File: src/rtl/ysyx_23060061_fetch_unit.sv
//------------------------------------------------------------------------------
// Module      : ysyx_23060061_fetch_unit
// Description : Instruction fetch stage: owns the PC, fetches over a
//               valid/ready port and holds the instruction in IR for decode.
// Revision    : 1.0
//------------------------------------------------------------------------------
`default_nettype none

module ysyx_23060061_fetch_unit #(
  parameter logic [31:0] RESET_PC = 32'h8000_0000,
  parameter int          XLEN     = 32
) (
  input  logic            clk,
  input  logic            rst,
  output logic            imem_req_valid,
  input  logic            imem_req_ready,
  output logic [XLEN-1:0] imem_req_addr,
  input  logic            imem_rsp_valid,
  input  logic [31:0]     imem_rsp_data,
  input  logic            imem_rsp_err,
  output logic            inst_valid,
  input  logic            inst_ready,
  output logic [31:0]     inst,
  output logic [6:0]      opcode,
  output logic [2:0]      funct3,
  output logic [6:0]      funct7,
  output logic [XLEN-1:0] pc,
  input  logic            pc_sel,
  input  logic [XLEN-1:0] br_target,
  input  logic            halt,
  output logic            fetch_fault,
  output logic            halted
);

  typedef enum logic [2:0] {
    S_REQ   = 3'd0,
    S_WAIT  = 3'd1,
    S_HOLD  = 3'd2,
    S_HALT  = 3'd3,
    S_FAULT = 3'd4
  } state_t;

  localparam logic [31:0]     NOP_INST = 32'h0000_0013;
  localparam logic [XLEN-1:0] PC_STEP  = XLEN'(4);

  state_t          state_q, state_d;
  logic [XLEN-1:0] pc_q, pc_d;
  logic [31:0]     ir_q, ir_d;
  // Keeps the request low during and directly after reset even though the
  // reset state is already REQ.
  logic            req_en_q;
  logic [XLEN-1:0] next_pc;

  always_ff @(posedge clk) begin
    if (rst) begin
      state_q  <= S_REQ;
      pc_q     <= RESET_PC[XLEN-1:0];
      ir_q     <= NOP_INST;
      req_en_q <= 1'b0;
    end else begin
      state_q  <= state_d;
      pc_q     <= pc_d;
      ir_q     <= ir_d;
      req_en_q <= 1'b1;
    end
  end

  assign next_pc = pc_sel ? br_target : (pc_q + PC_STEP);

  always_comb begin
    state_d = state_q;
    pc_d    = pc_q;
    ir_d    = ir_q;
    case (state_q)
      S_REQ: begin
        if (req_en_q && imem_req_ready) state_d = S_WAIT;
      end
      S_WAIT: begin
        if (imem_rsp_valid) begin
          if (imem_rsp_err) begin
            state_d = S_FAULT;
          end else begin
            ir_d    = imem_rsp_data;
            state_d = S_HOLD;
          end
        end
      end
      S_HOLD: begin
        if (inst_ready) begin
          if (halt) begin
            state_d = S_HALT;
          end else if (next_pc[1:0] != 2'b00) begin
            state_d = S_FAULT;
          end else begin
            pc_d    = next_pc;
            state_d = S_REQ;
          end
        end
      end
      default: state_d = state_q;
    endcase
  end

  assign imem_req_valid = (state_q == S_REQ) && req_en_q;
  assign imem_req_addr  = pc_q;
  assign inst_valid     = (state_q == S_HOLD);
  assign inst           = ir_q;
  assign pc             = pc_q;
  assign opcode         = ir_q[6:0];
  assign funct3         = ir_q[14:12];
  assign funct7         = ir_q[31:25];
  assign fetch_fault    = (state_q == S_FAULT);
  assign halted         = (state_q == S_HALT);

endmodule

`default_nettype wire

File: config.mk
export PLATFORM = sky130hd
export DESIGN_NAME = ysyx_23060061_fetch_unit
export DESIGN_NICKNAME = d
export VERILOG_FILES = /design/src/rtl/ysyx_23060061_fetch_unit.sv
export SDC_FILE = /design/constraint.sdc
export NUM_CORES = 1
export LEC_CHECK = 0
export ABC_AREA = 1
export BUFFER_PORTS_ARGS = -buffer_cell sky130_fd_sc_hd__buf_4
export CAP_MARGIN = 25
export CORE_MARGIN = 2
export CORE_UTILIZATION = 43
export CTS_CLUSTER_DIAMETER = 40
export DETAILED_ROUTE_END_ITERATION = 10
export GPL_TIMING_DRIVEN = 1
export PLACE_DENSITY = 0.78
export SYNTH_ARGS = -nofsm -noshare
export SYNTH_HDL_FRONTEND = slang
export SYNTH_SLANG_ARGS = --single-unit
export TNS_END_PERCENT = 5
File: constraint.sdc
create_clock -name clk -period 1.38 [get_ports clk]
set_input_delay 0.138 -clock clk [delete_from_list [all_inputs] [get_ports clk]]
set_output_delay 0.138 -clock clk [all_outputs]
set_load 0.005 [all_outputs]
; ---- Word-level counts from Yosys, hierarchy flattened
; Index checks and enable logic that the tools add are counted.
[op_classes]
bitwise_logic = 3
mux = 9
order_cmp = 0
div_mod_pow = 0
n_reduce_logical = 8
n_shift = 0
addsub = 1
mul = 0
n_eq_ne = 7
[ops]
columns = op, count
row1 = 32-bit by 3-bit adder with 32-bit output (second input constant), 1
row2 = 32-bit 2-to-1 mux, 1
row3 = 3-bit 2-to-1 mux, 6
row4 = 3-bit case mux with 3 select lines, 1
row5 = 4-bit AND reduction, 2
row6 = 3-bit by 2-bit equality test with 1-bit output (second input constant), 2
row7 = 2-bit inequality test (second input constant), 2
row8 = 3-bit by 1-bit equality test with 1-bit output (second input constant), 1
row9 = 3-bit equality test (second input constant), 1
row10 = 3-bit zero test, 1
row11 = 1-bit inverter, 3
row12 = 3-bit AND reduction, 1
row13 = 3-bit nonzero test, 1
row14 = 1-bit logical AND, 2
row15 = 2-bit by 1-bit inequality test with 1-bit output (second input constant), 1
row16 = 2-bit nonzero test, 1
row17 = 1-bit 2-to-1 mux, 1
[totals]
word_cells = 32
ramBits = 0
mem_count = 0
latchBits = 0
romBits = 0
in_bits = 72
output_inout_bits = 117
reg_bits = 68

; ---- Longest topological paths before layout
; Gate-level depths: netlist of run 1.
[logic_depth]
word_depth = 7
ltp_mapped = 11
depth_no_buf = 10

; ---- Worst setup path after synthesis of run 1
; OpenSTA, ideal clock, no wires.
[synth_timing]
kind = register to register
from = reg pc_q[2], in the netlist imem_req_addr[2]
to = reg pc_q[20], in the netlist imem_req_addr[20]
period_less_slack_ns = 1.457
stages_incl_launch_ff = 11
path_buffers = 0
setup_ns = 0.113
path_slack_ns = -0.077
required_time_ns = 1.267
t_arrival_ns = 1.344
path_cell_list = dfxtp_1 -> ha_1 -> nand2_1 -> nor2_1 -> nand2_1 -> nor2_1 -> nand3_1 -> a21oi_2 -> nand2_1 -> nand2_1 -> nor2_1
[synth_via]
elab_chain_len = 2
[synth_lines]
columns = element, line
row1 = "start, declared", 47  ; logic [XLEN-1:0] pc_q, pc_d;
row2 = "start signal, assigned", 57  ; pc_q <= RESET_PC[XLEN-1:0];
row3 = "start signal, assigned", 62  ; pc_q <= pc_d;
row4 = 32-bit by 3-bit adder with 32-bit output, 68  ; assign next_pc = pc_sel ? br_target : (pc_q + PC_STEP);
row5 = 32-bit 2-to-1 mux, 68
; No other way between the ends.
; A chain may end at the register's enable or synchronous reset.

; ---- Final worst setup path of run 1
[layout_timing]
from = reg state_q[0]
to = reg pc_q[16], in the netlist imem_req_addr[16]
[layout_via]
elab_chain_len = 2
[layout_lines]
columns = element, line
row1 = "start, declared", 46  ; state_t state_q, state_d;
row2 = "start signal, assigned", 61  ; state_q <= state_d;
row3 = 3-bit by 2-bit equality test with 1-bit output, 74  ; case (state_q)
row4 = 4-bit AND reduction (no source line), -
; No other way between the ends.

==> run summary, run 1 <==
Total Routing Usage GR: 26.42%
Cell Pwr Density: 832.4 nW/µm²
Avg Inst Size Synth: 6.268 µm²
Drt via density: 5.093
PortBufs: 188
TritonCTS sink count: 68
Clk_skew: 0.01017 ns
Layout cell share with drive strength beyond 1: 42.20%
Worst setup EP type: register
Die width: 100.8 µm
Htree depth: 3
Syn_nets: 716
Core area: 9153 µm²
Met1 Use GR: 30.74%
Flops & latches, synth: 68
Detail Route Antenna Nets: 0
Fin area: 6259 µm²
Failing checks: setup timing
Post-synthesis sequential area ratio: 33.78%
Min Tclk post-route: 1.502 ns
Slew @ Worst Pin: 0.3679 ns
Cell count after synthesis: 643
Crit path DAT: 1.76 ns
Status: complete, but fails checks
Pre-antenna DRT Iters: 5
Top Ports: 189
Slew Viols, Final: 0
First-pass GRT wire length: 21800 µm
DRC Markers: 0
Mapped Area: 4030 µm²
Die area: 10160 µm²
Final WS setup: -0.1223 ns
Top cells by area, synth: dfxtp_1, nand2_1, nor2_1
Deepest clock path buffer count: 2
Skew-Pair Late Insertion Delay: 0.34 ns
Final setup viols: 35
Routed WL: 13760 µm
Initial antenna violation count: 0
Data required time of the critical path: 1.64 ns
Placed instance count: 947
CTS tree: done
LEAKAGE: 2.893 nW
Initial Util: 44.03%
Power Total: 5.209 mW
RSZ-0062 raised after global routing: true
Post-DP HPWL: 10080 µm
N_diodes: 0
CP startpoint kind: register
Via count: 4971
Root buffer cell: clkbuf_8
Remaining Overflow, GRT: 0
Number of cell rows: 35
Synth-to-Final Area Change: 55.29%
GRT busiest layer: met2
Rel. slew slack: 75.33%
Post-Layout Cell Count: 976
CTS Buf Count: 9
Vias in the first global route: 4871
Post-place setup slack: -0.1392 ns
Tcrit/Tclk final: 108.9%
Crit Path Class: reg2reg
Max-Cap Viols: 0
Fin util: 68.38%
Wire per inst: 14.10 µm
GPL Wtd Cong: 1.013
Largest net degree at the start of global routing: 34
Post-synth top area cell: dfxtp_1
Grt met3 use: 5.479%
Yosys warns: 0
Placement-stage cell area: 5724 µm²
Min-Delay Path Class: in2reg
Fin nets: 933
Post-synth top area share: 33.78%
Worst VDD drop: 0.0007634 V
Die H: 100.8 µm
Max Freq: 665.6 MHz
DR iter-0 viols: 281
Met2 usage: 46.87%
CP max FO: 18
Final Hold Fails: 0
Worst-path clk slew: 0.08 ns
Synth unique cells: 32
-- final cells by class --
class                           count  area, µm²
Sequential cell                    68       1388
Tap cell                          111      138.9
Multi-Input combinational cell    460       2183
Timing Repair Buffer              280       2195
Fill cell                         750       2894
Inverter                           41      161.4
Clock inverter                      6      65.06
Clock buffer                       10      127.6
-- placed cells by master (no fill, tap or decap), types with 2 or more instances in the layout --
cell        n
a21oi_1    31
a21oi_2     5
buf_12      4
buf_4     271
buf_6       2
clkbuf_8    9
clkinv_2    2
clkinv_4    2
dfxtp_1    53
dfxtp_2    12
dfxtp_4     3
inv_1      35
inv_2       3
inv_4       3
nand2_1   151
nand2_2     8
nand2_4     2
nand3_1    35
nand3b_1    2
nand4_1     6
nor2_1    120
nor2_2     21
nor2_4      9
nor3_1      5
o211ai_1    2
o21ai_0    38
o21ai_1    11
o22ai_1     3
o31ai_1     2
-- routing by layer --
layer	part of all wire (%)	wire length, µm
met5	0	0
met4	2.7	367
met3	8.2	1123
met2	50	6875
met1	39	5393
-- final timing paths --
path / from / end / slack (ns) / depth (start not counted)
setup / recovery: state_q[0]$_SDFFE_PP0P_ / imem_req_addr[16]$_SDFFE_PP0P_ / -0.12 / 10
hold / removal: imem_rsp_data[0] / inst[0]$_SDFFE_PP1P_ / 0.009 / 3
setup reg to reg: state_q[0]$_SDFFE_PP0P_ / imem_req_addr[16]$_SDFFE_PP0P_ / -0.12 / 10
hold reg to reg: imem_req_addr[0]$_SDFFE_PP0P_ / imem_req_addr[0]$_SDFFE_PP0P_ / 0.48 / 2
-- through the flow --
step / setup TNS [ns] / hold WS (ns)
after floorplan: 0 / 0.2643
after global placement: -1.202 / 0.3486
after detailed placement: -3.690 / 0.3530
after CTS: -2.407 / 0.002494
after global routing: -6.465 / 0.006835
final: -2.403 / 0.009139
-- state kept, by name, indices dropped and copies added, names as in the netlist --
register       cells
imem_req_addr     32
inst              32
state_q            3
req_en_q           1
-- cell families after synthesis --
family / after synthesis / synth area share, %
AO/OA/AOI/OAI: 94 / 12.42
adder cells (fa/ha/maj): 1 / 0.3104
XOR/XNOR: 1 / 0.2174
flip-flops: 68 / 33.78
buffers and inverters: 115 / 16.27
AND/OR/NAND/NOR: 364 / 37.01
-- critical path, cell delays in order (launching register included) --
cell     delay [ns]
dfxtp_4        0.38
inv_4          0.07
nand2_4        0.05
nor2_4         0.10
nand2_2        0.08
nor2_4         0.10
nand2_4        0.13
buf_12         0.21
nor2_1         0.08
nand2_1        0.05
a21oi_1        0.16
-- what timing repair did --
item                       CTS  global route
setup endpoints to repair   61            70
gates resized for setup     34            44
hold endpoints to repair     1             0
gates cloned                 1             0
pin swaps                    5             7
hold buffers                 1             0
buffers inserted             3             8
-- cell usage after synthesis (all sizes together) --
master / instances
a21oi: 36
buf: 62
clkbuf: 12
dfxtp: 68
ha: 1
inv: 41
nand2: 161
nand3: 36
nand3b: 2
nand4: 6
nor2: 150
nor3: 6
nor3b: 1
o211a: 1
o211ai: 2
o21ai: 49
o22ai: 3
o31ai: 3
or2: 2
xnor2: 1
-- where the power goes --
part | leakage [nW] | switching [mW] | internal, mW
registers | 0.559 | 0.121 | 2.11
clock network | 0.0962 | 0.820 | 0.836
logic | 2.24 | 0.611 | 0.708
total | 2.89 | 1.55 | 3.66
No activity file was read; power rests on OpenSTA's default activity.
==> run 2, diff against run 1 <==
- RECOVER_POWER: not set -> 50
==> run 2 against run 1 <==
Net effect:
- the run still ends with setup timing left
- clock power barely moved
- critical endpoint unchanged
- register-to-register slack about the same
- wire length decreased by 0.62%
- setup slack lost 0.0085 ns
- clock-buffer cell count unchanged
- global-route usage stayed put
- power shrank 0.89%
- highest routed layer unchanged
==> run summary, run 2 (same netlist as run 1, synthesis figures left out) <==
Min-Delay Path Class: in2reg
Synth-to-Final Area Change: 54.08%
DRC Markers: 0
Core area: 9153 µm²
Drt via density: 5.091
Clk_skew: 0.01021 ns
Worst reg2reg setup slack: -0.13 ns
RR Endpoint: imem_req_addr[16]$_SDFFE_PP0P_
Pre-antenna DRT Iters: 5
Initial antenna violation count: 0
Root buffer cell: clkbuf_8
Slew @ Worst Pin: 0.5337 ns
Rel. slew slack: 64.42%
Die width: 100.8 µm
Fin nets: 933
Post-Layout Cell Count: 976
Failing checks: setup timing
Worst setup EP type: register
Worst Reg-to-Reg Cells: 10
Slew Viols, Final: 0
Max-Cap Viols: 0
Tcrit/Tclk final: 109.5%
Wire per inst: 14.01 µm
Total Routing Usage GR: 26.42%
LEAKAGE: 2.823 nW
Fin util: 67.85%
Hold path depth: 3
TritonCTS sink count: 68
Layout cell share with drive strength beyond 1: 40.69%
Worst VDD drop: 0.0007575 V
Min Tclk post-route: 1.511 ns
Fin area: 6210 µm²
Final WS setup: -0.1308 ns
Cell Pwr Density: 831.4 nW/µm²
CTS Buf Count: 9
Filler cell count: 764
Detail Route Antenna Nets: 0
N_diodes: 0
Endpoint, Worst Hold: inst[0]$_SDFFE_PP1P_
Status: complete, but fails checks
Fin Setup TNS: -2.420 ns
Die area: 10160 µm²
Deepest clock path buffer count: 2
Hold path start: imem_rsp_data[0]
Post-place setup slack: -0.1392 ns
Final setup viols: 35
Vias in the first global route: 4871
Htree depth: 3
Commonest cells after routing, fill and taps aside: buf_4, nand2_1, nor2_1
Skew-Pair Late Insertion Delay: 0.34 ns
Placement-stage cell area: 5724 µm²
Remaining Overflow, GRT: 0
Max Freq: 661.9 MHz
Via count: 4969
GPL Wtd Cong: 1.013
Initial Util: 44.03%
Routed WL: 13670 µm
First-pass GRT wire length: 21800 µm
Die H: 100.8 µm
Top Ports: 189
DR iter-0 viols: 287
Commonest non-fill, non-tap cell in the layout: buf_4
CP startpoint kind: register
Final Hold Fails: 0
Largest net degree at the start of global routing: 34
Worst r2r src: state_q[0]$_SDFFE_PP0P_
Post-DP HPWL: 10080 µm
Worst-path clk slew: 0.08 ns
Data required time of the critical path: 1.63 ns
Crit Path Class: reg2reg
CP max FO: 18
PortBufs: 188
Crit path DAT: 1.77 ns
Placed instance count: 947
Number of cell rows: 35
RSZ-0062 raised after global routing: true
CTS tree: done
## run 2: changes by cell type in the layout (fill, tap and decap cells not counted)
cell | previous run | this run
buf_4 | 271 | 213
clkbuf_4 | 0 | 45
clkbuf_1 | 1 | 13
clkbuf_2 | 0 | 1
dfxtp_1 | 53 | 54
dfxtp_2 | 12 | 11
## run 2: critical path: stages (launching register included)
cell,delay [ns]
dfxtp_4,0.38
inv_4,0.07
nand2_4,0.05
nor2_4,0.10
nand2_2,0.08
nor2_4,0.10
nand2_4,0.13
buf_12,0.21
nor2_1,0.08
nand2_1,0.05
a21oi_1,0.16
## run 2: report_power, final
part | switching [mW] | internal [mW] | total, mW
Combinational | 0.611 | 0.674 | 1.29
Clock | 0.812 | 0.836 | 1.65
Sequential | 0.117 | 2.11 | 2.23
## run 2: worst max path at each step
| stage | to | slack (ns) | startpoint |
|---|---|---|---|
| 2_1_floorplan | imem_req_addr[10]$_SDFFE_PP0P_ | 0.02 | state_q[0]$_SDFFE_PP0P_ |
| 3_3_place_gp | imem_req_addr[28]$_SDFFE_PP0P_ | -0.12 | imem_req_addr[11]$_SDFFE_PP0P_ |
| 3_5_place_dp | imem_req_addr[26]$_SDFFE_PP0P_ | -0.14 | state_q[0]$_SDFFE_PP0P_ |
| 4_1_cts | imem_req_addr[3]$_SDFFE_PP0P_ | -0.11 | state_q[2]$_SDFFE_PP0P_ |
| 5_1_grt | imem_req_addr[25]$_SDFFE_PP0P_ | -0.25 | imem_req_addr[20]$_SDFFE_PP0P_ |
| 6_report | imem_req_addr[16]$_SDFFE_PP0P_ | -0.13 | state_q[0]$_SDFFE_PP0P_ |
## run 2: per-stage QoR
| step | hold slack (ns) | power, mW |
|---|---|---|
| detailed placement | 0.3530 | 3.430 |
| global route | 0.006835 | 5.423 |
| global placement | 0.3486 | 3.388 |
| CTS | 0.002494 | 5.082 |
| floorplan | 0.2643 | 2.826 |
| finish | 0.01266 | 5.163 |
## run 2: layer usage
layer  GRT usage (%)  vias to the layer above  share of wire [%]
met5               0                        -                  0
met4           11.06                        0                3.0
met3           5.479                       38                8.7
met2           46.87                      246                 50
met1           30.74                     2253                 39
li1                -                     2432                  -
## run 2: repair_timing
action / in CTS / in global routing
hold buffers: 1 / 0
pin swaps: 5 / 7
hold endpoints to repair: 1 / 0
setup buffers: 3 / 8
gates resized for setup: 34 / 44
endpoints found under the setup margin: 61 / 70
cloned: 1 / 0
## run 2: layout make-up
| class | count | area (µm²) | area share, % |
|---|---|---|---|
| Sequential cell | 68 | 1386 | 22.33 |
| Tap cell | 111 | 138.9 | 2.237 |
| Inverter | 41 | 161.4 | 2.599 |
| Timing Repair Buffer | 280 | 2147 | 34.58 |
| Multi-Input combinational cell | 460 | 2183 | 35.16 |
| Clock buffer | 10 | 127.6 | 2.055 |
| Clock inverter | 6 | 65.06 | 1.048 |
